<file path="config.mk">
export PLATFORM = sky130hd
export DESIGN_NAME = lifo
export DESIGN_NICKNAME = d
export VERILOG_FILES = /design/src/rtl/lifo.sv
export SDC_FILE = /design/constraint.sdc
export NUM_CORES = 1
export LEC_CHECK = 0
export CORE_MARGIN = 3
export CORE_UTILIZATION = 55
export CTS_CLUSTER_DIAMETER = 120
export DETAILED_ROUTE_END_ITERATION = 8
export PLACE_DENSITY = 0.74
export SKIP_CTS_REPAIR_TIMING = 1
export SLEW_MARGIN = 20
export SYNTH_ARGS = -nofsm -noshare
export SYNTH_HDL_FRONTEND = slang
export SYNTH_SLANG_ARGS = --single-unit
</file>
<file path="constraint.sdc">
create_clock -name clk -period 4.79 [get_ports clk]
set_clock_uncertainty 0.2 [all_clocks]
set_input_delay 0.958 -clock clk [delete_from_list [all_inputs] [get_ports clk]]
set_output_delay 0.958 -clock clk [all_outputs]
set_load 0.02 [all_outputs]
</file>
<file path="src/rtl/lifo.sv">
// lifo: DTI valid/ready stack buffer; newest word on dout, push-over-pop replaces the top.
// Define LIFO_STATUS_EN to add the full/empty/level status outputs.
module lifo #(
  parameter int DEPTH = 64,
  parameter int DIN   = 16
) (
  input  logic           clk,
  input  logic           rst,
  input  logic [DIN-1:0] i_din_data,
  input  logic           i_din_valid,
  output logic           o_din_ready,
  output logic [DIN-1:0] o_dout_data,
  output logic           o_dout_valid,
  input  logic           i_dout_ready
`ifdef LIFO_STATUS_EN
  ,
  output logic                       o_full,
  output logic                       o_empty,
  output logic [$clog2(DEPTH+1)-1:0] o_level
`endif
);
  localparam int AW = $clog2(DEPTH+1);
  localparam int IW = $clog2(DEPTH);
  logic [DIN-1:0] r_ram [DEPTH];
  logic [AW-1:0]  r_sp;
  logic           w_empty, w_full, w_push, w_pop;
  logic [IW-1:0]  w_top, w_widx;
  always_comb begin
    w_empty      = r_sp == '0;
    w_full       = r_sp == AW'(DEPTH);
    o_dout_valid = ~w_empty;
    o_din_ready  = ~w_full | i_dout_ready;
    w_push       = i_din_valid & o_din_ready;
    w_pop        = o_dout_valid & i_dout_ready;
    w_top        = IW'(r_sp - AW'(1));
    // a simultaneous pop frees the top slot, so the new word lands there
    w_widx       = w_pop ? w_top : IW'(r_sp);
    o_dout_data  = r_ram[w_top];
  end
  always_ff @(posedge clk)
    if (rst && w_push) r_ram[w_widx] <= i_din_data;
  always_ff @(posedge clk)
    if (!rst) r_sp <= '0;
    else if (w_push && !w_pop) r_sp <= r_sp + AW'(1);
    else if (w_pop && !w_push) r_sp <= r_sp - AW'(1);
`ifdef LIFO_STATUS_EN
  always_comb begin
    o_full  = w_full;
    o_empty = w_empty;
    o_level = r_sp;
  end
`endif
endmodule

</file>
; Yosys cells after proc, flatten, opt, wreduce, memory -nomap -nowiden
; Memories as Yosys holds them, arrays and structs flattened.
; Cells that the tools add are included.
[classes]
n_addsub = 2
n_eq_ne = 1
mux = 5
n_bitwise = 5
reduce_logical = 7
[ops]
columns = op, n
row1 = $mux W7, 2
row2 = $add A7 B1 Y7 const B, 1
row3 = $eq A7 B7 Y1 const B, 1
row4 = $logic_not A7 Y1, 1
row5 = $sub A7 B1 Y7 const B, 1
row6 = $mux W6, 1
row7 = $logic_and A1 B1 Y1, 3
row8 = $and A1 B1 Y1, 2
row9 = $logic_not A1 Y1, 2
row10 = $mux W1, 2
row11 = $not A1 Y1, 2
row12 = $reduce_bool A2 Y1, 1
row13 = $or A1 B1 Y1, 1
[totals]
regBits = 7
mem_bits_rw = 1024
output_inout_bits = 18
n_memories = 1
[memory_table]
columns = name, words, width, rd, rd_clocked_by_memory_dff, wr, line
row1 = r_ram, 64, 16, 1, 0, 1, 24  ; logic [DIN-1:0] r_ram [DEPTH];

; Depth between registers and ports, before layout
; Gate-level depths: netlist of the first run.
[depth]
depth_word = 8
ltp_mapped = 17
mapped_depth_nobuf = 12

; Worst setup path before layout of the first run
; No wires, ideal clock.
[synth_timing]
path_kind = register -> output
start = register r_sp[0]
end = output o_dout_data[5]
arrival_time_ns = 3.231
t_required_ns = 3.632
path_slack_ns = 0.401
stages_incl_launch_ff = 14
path_buffers = 7
path_cell_list = dfxtp_1 > buf_2 > buf_6 > buf_4 > buf_4 > inv_1 > ha_1 > buf_2 > buf_2 > buf_1 > mux4_2 > mux4_2 > a22oi_1 > nand2_1
[synth_via]
elab_chain_len = 2
[synth_rtl]
columns = element, line
row1 = "start, declared", 25  ; logic [AW-1:0] r_sp;
row2 = "start signal, assigned", 44  ; else if (w_push && !w_pop) r_sp <= r_sp + AW'(1);
row3 = "start signal, assigned", 45  ; else if (w_pop && !w_push) r_sp <= r_sp - AW'(1);
row4 = $sub A7 B1 Y7, --
row5 = $mem_v2 Z64 W16, --
row6 = "end, declared", 12  ; output logic [DIN-1:0] o_dout_data,
; No other way between the ends.

; Final worst setup path of the first run
[layout_timing]
start = register r_sp[0]
end = output o_dout_data[11]
; The elaborated chain is that of the path after synthesis.

==> metrics.sh, run 1 <==
OUTCOME='finished, final reports clean'
TIMING.FINAL.SETUP_VIOLATIONS=0
CTS_TREE='done'
CRITICAL_PATH_PEAK_FANOUT=12
WORST-ENDPOINT-REQUIRED_NS=3.63
COMMONEST_NON_FILL_NON_TAP_CELL_IN_THE_LAYOUT='sky130_fd_sc_hd__edfxtp_1'
SYNTH_CELL_TYPE_COUNT=46
SW_FRAC_OF_TOTAL=0.3654
POSTSYNTH.TOPFLOPCELL='sky130_fd_sc_hd__edfxtp_1'
VDD.IR_DROP.WORST_uV=1433
DRT_WL_TOTAL_UM=94930
SYNTH-SEQ-CELLS=1031
SYNTH-ASYNC-RESET-RATIO=0
FIN_TOTAL_PWR_W=0.03346
TIMING.MAX_CAP.VIOLATIONS=0
POWER_DENSITY_nW_PER_UM2=728.1
POWER_SWITCHING_W=0.01223
DIE_HEIGHT_UM=275.7
NETLIST_TOP_CELLS_AREA='sky130_fd_sc_hd__edfxtp_1 77%, sky130_fd_sc_hd__mux4_2 16%, sky130_fd_sc_hd__nand2_1 1.7%'
INTERNAL-POWER_W=0.02124
ARRIVAL_NS=3.59
VIAS_PER_CELL=6.449
CLOCKROOTBUFFER='sky130_fd_sc_hd__clkbuf_16'
MET2_LENGTH_UM=46280
DESIGN.DIE.AREA_UM2=76000
WIRE_LENGTH_ON_MET3_UM=8922
NUM_VIAS=20005
CPMAXSTAGEDELAYCELL='sky130_fd_sc_hd__dfxtp_4'
CLKSLEWWORSTSETUPHOLDPATHS_NS=0.06
CLOCK_PERIOD_MINUS_FINAL_WORST_SETUP_SLACK_NS=4.751
PWR-SHARE-COMB=0.461
PLACE_CONGESTION=0.9298
SYNTH_TOP_AREA_FRAC=0.7687
SLEW_HEADROOM=0.3299
SHARE_SEQ_OF_TOTAL_POWER=0.308
IO-PIN-COUNT=38
WORST_SKEW_PAIR.LATE_LATENCY_NS=0.67
GRT.TOTAL_USAGE=0.2511
TOTAL_NUMBER_OF_NETS_IN_THE_FINAL_DESIGN=2090
TOP_LAYER_USED='met5'
CTS_BUFFERS=102
CORE-AREA_UM2=71730
MIN-DELAY-PATH-CLASS='reg2reg'
FINALCRITPERIODSHARE=0.9918
YOSYSWARNINGS=0
ROUTE.LAYER.MET1.WL_UM=37190
AREAGROWTHSYNTHTOFINISH_PCT=14.91
WORST_PIN_SLEW_NS=1.000
MAXCLOCKFREQUENCY_GHz=0.2105
CTS_BUFFER_DEPTH=3
SYNTH_AREA_LEADER_CELL='sky130_fd_sc_hd__edfxtp_1'
DRC=0
DRC_MARKER_COUNT_FROM_THE_FIRST_DETAILED_ROUTE_ITERATION=2789
CP_NUM_BUF_INV=6
ANTENNA_LEFT=0
CTS-HTREE-LEVELS=3
POST-ROUTE-UTIL=0.6408
CRIT_TOP_CELL='sky130_fd_sc_hd__nand2_1'
CP-END-KIND='output port'
DETAIL_ROUTE.WL_PER_CELL_UM=30.60
HOLD_VIOL=0
FIN_HOLD_WS_NS=0.4806
PLACEMENT.IO_BUFFERS=37
WORST_PATH_CELL_CHAIN='clkinvlp_4 > ha_4 > clkbuf_2 > buf_6 > clkbuf_16 > mux4_2 > nand2_1 > nand3_1 > nand2_1 > o22ai_1 > buf_4 > a41o_1 > dlymetal6s2s_1'
GLOBALROUTEOVERFLOWTOTAL=0
LARGEST_STAGE_DELAY_WORST_PATH_NS=0.46
SYNTH_SEQUENTIAL_AREA_RATIO=0.7722
HPWLAFTERDP_UM=52700
DRT_PASS_1_ITERS=7
DIE_EXTENT_IN_X_UM=275.7
TOTAL_LEAKAGE_POWER_nW=14.70
MOST-COMMON-LAYOUT-CELLS='1024 x sky130_fd_sc_hd__edfxtp_1, 282 x sky130_fd_sc_hd__mux4_2, 177 x sky130_fd_sc_hd__nand2_1'
R2R_SETUP_SLACK_NS=0.88
GRT_PASS1_WL_UM=137200
TIMING_WORST_SETUP_PATH_TYPE='reg2out'
SYNTH-EDFF-COUNT=1024
N_ANTENNA_CELL=0
CTS.SINK_COUNT=1031
NUM_ROWS=98
SYN_AREA_PER_CELL_UM2=21.53
WORST_PATH_DOMINANT_CELL_FAMILY='buffers and inverters'
NETLIST_INSTANCES=1858
NUMBER_OF_GLOBAL_ROUTE_VIAS_BEFORE_REPAIR=20230
ANTENNA_VIOLATIONS_BEFORE_REPAIR=2
STARTPOINT_TYPE='flop'
SYN_AREA_UM2=40000
SYNTHESIS.NETS=1882
FLOORPLAN.INITIALDENSITY=0.5576
DRIVE_ABOVE_1_SHARE=0.2895
GRT_START_MAX_NET_PINS=89
SHARE_CLK_OF_TOTAL_POWER=0.231
FINALMAXSLEWVIOLATIONS=0
==> power by group through the flow <==
stage	registers [W]	logic, W	clock network (W)
after CTS	0.0103	0.0146	0.00781
after global placement	0.0105	0.0143	0
after global routing	0.0103	0.0162	0.00821
after detailed placement	0.0105	0.0144	0
after floorplan	0.0104	0.00878	0
final	0.0103	0.0154	0.00773
==> path summary, 6_finish.rpt <==
| path | startpoint | endpoint | cells past startpoint |
|---|---|---|---|
| worst max-delay path | r_sp[0] | o_dout_data[11] | 13 |
| worst min-delay path | r_sp[6] | r_sp[6] | 2 |
| worst max register to register | r_sp[0] | r_ram[18][4] | 9 |
| worst min register to register | r_sp[6] | r_sp[6] | 2 |
==> sequential cells by signal (all words and copies together) (netlist names) <==
register / count
r_sp: 7
r_ram: 1024
==> logic make-up after synthesis <==
group / after synthesis / share of synthesized area
xor gates and xnor gates: 15 / 0.004035
muxes: 288 / 0.1603
AOI/OAI and AO/OA: 68 / 0.01276
and+or+nand+nor: 354 / 0.03741
buffers and inverters: 98 / 0.01204
DFF: 1031 / 0.7722
adders and majority gates: 4 / 0.001251
==> routing by layer <==
layer  up-vias  track usage
met5         -            0
met4         2      0.08018
met3       131      0.05146
met2      1122       0.3970
met1     10597       0.3586
li1       8153            -
==> synth_stat cells, types with 2 or more instances <==
master and count:
sky130_fd_sc_hd__inv_1 6, sky130_fd_sc_hd__nor2_1 80, sky130_fd_sc_hd__nor2b_1 2, sky130_fd_sc_hd__a221o_1 7, sky130_fd_sc_hd__a41o_1 7, sky130_fd_sc_hd__buf_6 2, sky130_fd_sc_hd__edfxtp_1 1024, sky130_fd_sc_hd__mux2i_1 6
sky130_fd_sc_hd__nand4_1 2, sky130_fd_sc_hd__clkbuf_1 25, sky130_fd_sc_hd__dfxtp_1 7, sky130_fd_sc_hd__a22oi_1 13, sky130_fd_sc_hd__a31oi_1 5, sky130_fd_sc_hd__buf_4 12, sky130_fd_sc_hd__o22ai_1 11, sky130_fd_sc_hd__a21oi_1 5
sky130_fd_sc_hd__nand3_1 77, sky130_fd_sc_hd__and2_1 7, sky130_fd_sc_hd__o31ai_1 4, sky130_fd_sc_hd__xnor2_2 3, sky130_fd_sc_hd__buf_1 9, sky130_fd_sc_hd__xnor2_1 7, sky130_fd_sc_hd__a2bb2oi_1 2, sky130_fd_sc_hd__nand2_1 177
sky130_fd_sc_hd__and3_1 4, sky130_fd_sc_hd__o21ai_1 3, sky130_fd_sc_hd__xor2_1 4, sky130_fd_sc_hd__o21ai_0 3, sky130_fd_sc_hd__ha_1 4, sky130_fd_sc_hd__buf_2 43, sky130_fd_sc_hd__mux4_2 282
==> worst reg2reg max path, stage by stage (launching register included) <==
cell,delay (ns)
sky130_fd_sc_hd__dfxtp_4,0.46
sky130_fd_sc_hd__clkinvlp_4,0.18
sky130_fd_sc_hd__ha_4,0.19
sky130_fd_sc_hd__nor3b_1,0.16
sky130_fd_sc_hd__a21oi_1,0.63
sky130_fd_sc_hd__nand3_1,0.23
sky130_fd_sc_hd__mux2i_1,0.25
sky130_fd_sc_hd__nand2_1,0.39
sky130_fd_sc_hd__nor2_1,0.60
sky130_fd_sc_hd__buf_4,0.31
==> through the flow <==
stage          instances  TNS (ns)  area [um2]  worst slack, ns
2_1_floorplan       1858         0       40000           0.4014
3_3_place_gp        2890         0       42240           0.2177
3_5_place_dp        2890         0       42240           0.1876
4_1_cts             3080    -7.660       45460          -0.5708
5_1_grt             3102  -0.03112       45960         -0.01612
6_report            3102         0       45960          0.03921
==> cell type report <==
type,count,area [um2]
Timing Repair Buffer,195,1884
Fill cell,4578,25770
Sequential cell,1031,30890
Clock buffer,129,2696
Inverter,7,37.54
Multi-Input combinational cell,729,8732
Tap cell,950,1189
Clock inverter,61,530.5
Note: power is estimated with default switching activity, not from simulation.
==> run 2, diff against run 1 <==
--- a/config.mk
+++ b/config.mk
@@ -5,6 +5,7 @@
 export SDC_FILE = /design/constraint.sdc
 export NUM_CORES = 1
 export LEC_CHECK = 0
+export CAP_MARGIN = 20
 export CORE_MARGIN = 3
 export CORE_UTILIZATION = 55
 export CTS_CLUSTER_DIAMETER = 120
==> results of run 2 <==
Final layout, timing and power as in run 1 (identical DEF).
==> run 3, diff against run 2 <==
--- a/config.mk
+++ b/config.mk
@@ -6,13 +6,14 @@
 export NUM_CORES = 1
 export LEC_CHECK = 0
 export CAP_MARGIN = 20
-export CORE_MARGIN = 3
-export CORE_UTILIZATION = 55
+export CORE_MARGIN = 4
+export CORE_UTILIZATION = 30
 export CTS_CLUSTER_DIAMETER = 120
 export DETAILED_ROUTE_END_ITERATION = 8
-export PLACE_DENSITY = 0.74
+export PLACE_DENSITY = 0.47
 export SKIP_CTS_REPAIR_TIMING = 1
 export SLEW_MARGIN = 20
 export SYNTH_ARGS = -nofsm -noshare
 export SYNTH_HDL_FRONTEND = slang
 export SYNTH_SLANG_ARGS = --single-unit
+export TNS_END_PERCENT = 30
==> metrics.sh, run 3 (synthesis gave the netlist of run 1 again) <==
OUTCOME='complete, but fails checks'  # was finished, final reports clean
VIOLATIONS='negative setup slack'
HPWLAFTERDP_UM=65400  # was 52700 um
GRT_PASS1_WL_UM=154200  # was 137200 um
WORST_HOLD_STARTPOINT='i_din_data[1]'  # was r_sp[6]
CP_NUM_BUF_INV=6  # unchanged
TIMING.MAX_CAP.VIOLATIONS=0  # unchanged
DRC=0  # unchanged
CTS_TREE='done'  # unchanged
DRT_PASS_1_ITERS=5  # was 7
NUM_ROWS=133  # was 98
GRT.TOTAL_USAGE=0.1529  # was 0.2511
STARTPOINT_TYPE='flop'  # unchanged
CLKSLEWWORSTSETUPHOLDPATHS_NS=0.06  # about the same
POST-PLACE-WS_NS=0.05238  # was 0.1876 ns
TOP_LAYER_USED='met4'  # was met5
DIE_EXTENT_IN_X_UM=373.2  # was 275.7 um
GRT_START_MAX_NET_PINS=76  # was 89
DRIVE_ABOVE_1_SHARE=0.2971  # was 0.2895
FIN_TOTAL_PWR_W=0.03525  # was 0.03346 W
HOLD_PATH_DEPTH=1  # was 2
LARGEST_STAGE_DELAY_WORST_PATH_NS=0.39  # was 0.46 ns
FIN_HOLD_WS_NS=0.3527  # was 0.4806 ns
SETUP_WS_NS=-0.09128  # was 0.03921 ns
TIMING.FINAL.SETUP_VIOLATIONS=1  # was 0
COMMONEST_NON_FILL_NON_TAP_CELL_IN_THE_LAYOUT='sky130_fd_sc_hd__edfxtp_1'  # unchanged
ANTENNA_VIOLATIONS_BEFORE_REPAIR=4  # was 2
WORST_PATH_DOMINANT_CELL_FAMILY='buffers and inverters'  # unchanged
WORST_SKEW_PAIR.LATE_LATENCY_NS=0.68  # was 0.67 ns
MET2_LENGTH_UM=52480  # was 46280 um
CTS_BUFFER_DEPTH=3  # unchanged
VIAS_PER_CELL=5.022  # was 6.449
REG_TOP3='r_ram: 1024 flops, r_sp: 7 flops'  # unchanged
DRC_MARKER_COUNT_FROM_THE_FIRST_DETAILED_ROUTE_ITERATION=2011  # was 2789
HOLD_VIOL=0  # unchanged
AREAGROWTHSYNTHTOFINISH_PCT=18.91  # was 14.91%
GRT_SETUP_UNREPAIRED='yes'
IO-PIN-COUNT=38  # unchanged
TOTAL_LEAKAGE_POWER_nW=14.99  # was 14.70 nW
CP-END-KIND='output port'  # unchanged
WORST_R2R_STARTPOINT='r_sp[0]'  # unchanged
TOTAL_NUMBER_OF_NETS_IN_THE_FINAL_DESIGN=2111  # was 2090
GLOBALROUTEOVERFLOWTOTAL=0  # unchanged
CTS-HTREE-LEVELS=3  # unchanged
NUMBER_OF_GLOBAL_ROUTE_VIAS_BEFORE_REPAIR=20202  # was 20230
SLEW_HEADROOM=0.3597  # was 0.3299
TIMING_WORST_SETUP_PATH_TYPE='reg2out'  # unchanged
POWER_DENSITY_nW_PER_UM2=741.1  # was 728.1 nW/um2
ARRIVAL_NS=3.72  # was 3.59 ns
CRIT_TOP_CELL='sky130_fd_sc_hd__buf_4'  # was sky130_fd_sc_hd__nand2_1
R2R-END='r_ram[15][0]'  # was r_ram[18][4]
VDD.IR_DROP.WORST_uV=520.3  # was 1433 uV
WIRE_LENGTH_ON_MET3_UM=7012  # was 8922 um
LARGEST_REGISTER_FFS=1024  # unchanged
PLACEMENT.IO_BUFFERS=37  # unchanged
MIN_DELAY_WORST_ENDPOINT='r_ram[31][1]'  # was r_sp[6]
NUM_VIAS=19757  # was 20005
MOST-COMMON-LAYOUT-CELLS='1024 x sky130_fd_sc_hd__edfxtp_1, 282 x sky130_fd_sc_hd__mux4_2, 177 x sky130_fd_sc_hd__nand2_1'  # unchanged
FLOORPLAN.INITIALDENSITY=0.3031  # was 0.5576
CRITICAL_PATH_PEAK_FANOUT=23  # was 12
R2R_SETUP_SLACK_NS=1.29  # was 0.88 ns
WORST_PATH_CELL_CHAIN='inv_1 > buf_4 > ha_4 > buf_12 > buf_16 > mux4_2 > nand2_1 > nand3_1 > and3_1 > a31oi_2 > o311ai_1 > buf_4 > buf_4'  # was clkinvlp_4 > ha_4 > clkbuf_2 > buf_6 > clkbuf_16 > mux4_2 > nand2_1 > nand3_1 > nand2_1 > o22ai_1 > buf_4 > a41o_1 > dlymetal6s2s_1
DETAIL_ROUTE.WL_PER_CELL_UM=28.17  # was 30.60 um
PLACE_CONGESTION=0.8786  # was 0.9298
CTS_BUFFERS=107  # was 102
POST-ROUTE-UTIL=0.3604  # was 0.6408
DESIGN.DIE.AREA_UM2=139200  # was 76000 um2
ROUTE.LAYER.MET1.WL_UM=48900  # was 37190 um
MIN-DELAY-PATH-CLASS='in2reg'  # was reg2reg
FINALCRITPERIODSHARE=1.019  # was 0.9918
FINALMAXSLEWVIOLATIONS=0  # unchanged
MAXCLOCKFREQUENCY_GHz=0.2049  # was 0.2105 GHz
CLOCK_PERIOD_MINUS_FINAL_WORST_SETUP_SLACK_NS=4.881  # was 4.751 ns
LARGEST-REGISTER='r_ram'  # unchanged
CLOCKROOTBUFFER='sky130_fd_sc_hd__clkbuf_16'  # unchanged
R2R_CELLS=11  # was 9
CORE-AREA_UM2=132000  # was 71730 um2
ANTENNA_LEFT=0  # unchanged
WORST_PIN_SLEW_NS=0.9605  # was 1.000 ns
CPMAXSTAGEDELAYCELL='sky130_fd_sc_hd__ha_4'  # was sky130_fd_sc_hd__dfxtp_4
DIE_HEIGHT_UM=373.2  # was 275.7 um
CTS.SINK_COUNT=1031  # unchanged
WORST-ENDPOINT-REQUIRED_NS=3.63  # about the same
DRT_WL_TOTAL_UM=110800  # was 94930 um
run 3: changes by cell type in the layout (fill, tap and decap cells not counted), sizes merged:
cell,before,now
buf,166,182
clkinvlp,3,2
clkbuf,143,148
dlymetal6s2s,10,11
diode,0,1
bufinv,9,13
clkinv,46,47
run 3: power breakdown:
group          switching, W  leakage (nW)  internal (W)
clock               0.00347          1.73       0.00493
combinational       0.00960          4.00       0.00699
sequential        0.0000769          9.26        0.0102
run 3: final cells by class:
class	count	area (um2)
antenna	1	2.502
clock buffer	135	2868
clock inverter	65	673.1
fill	12101	84400
inverter	7	26.28
multi-input combinational	729	8741
sequential	1031	30890
tap	1755	2196
timing repair buffer	211	2165
run 3: worst max path at each step:
stage | end | depth (start not counted) | start | slack, ns
final | o_dout_data[6] | 13 | r_sp[0] | -0.09
after global routing | o_dout_data[6] | 13 | r_sp[0] | -0.22
after CTS | o_dout_data[5] | 8 | r_sp[0] | -0.72
after detailed placement | o_dout_data[5] | 8 | r_sp[0] | 0.05
after global placement | o_dout_data[5] | 8 | r_sp[0] | 0.05
after floorplan | o_dout_data[5] | 13 | r_sp[0] | 0.40
run 3: through the flow:
step                TNS (ns)  instance area, um2  instances
finish              -0.09128               47560       3934
global route         -0.4822               47560       3933
CTS                   -7.721               47000       3911
detailed placement         0               43460       3711
global placement           0               43460       3711
floorplan                  0               40000       1858
run 3: metal layers:
metal / vias up / track usage
li1: 8204 / -
met1: 10754 / 0.2186
met2: 664 / 0.2418
met3: 135 / 0.02944
met4: 0 / 0.03761
met5: - / 0
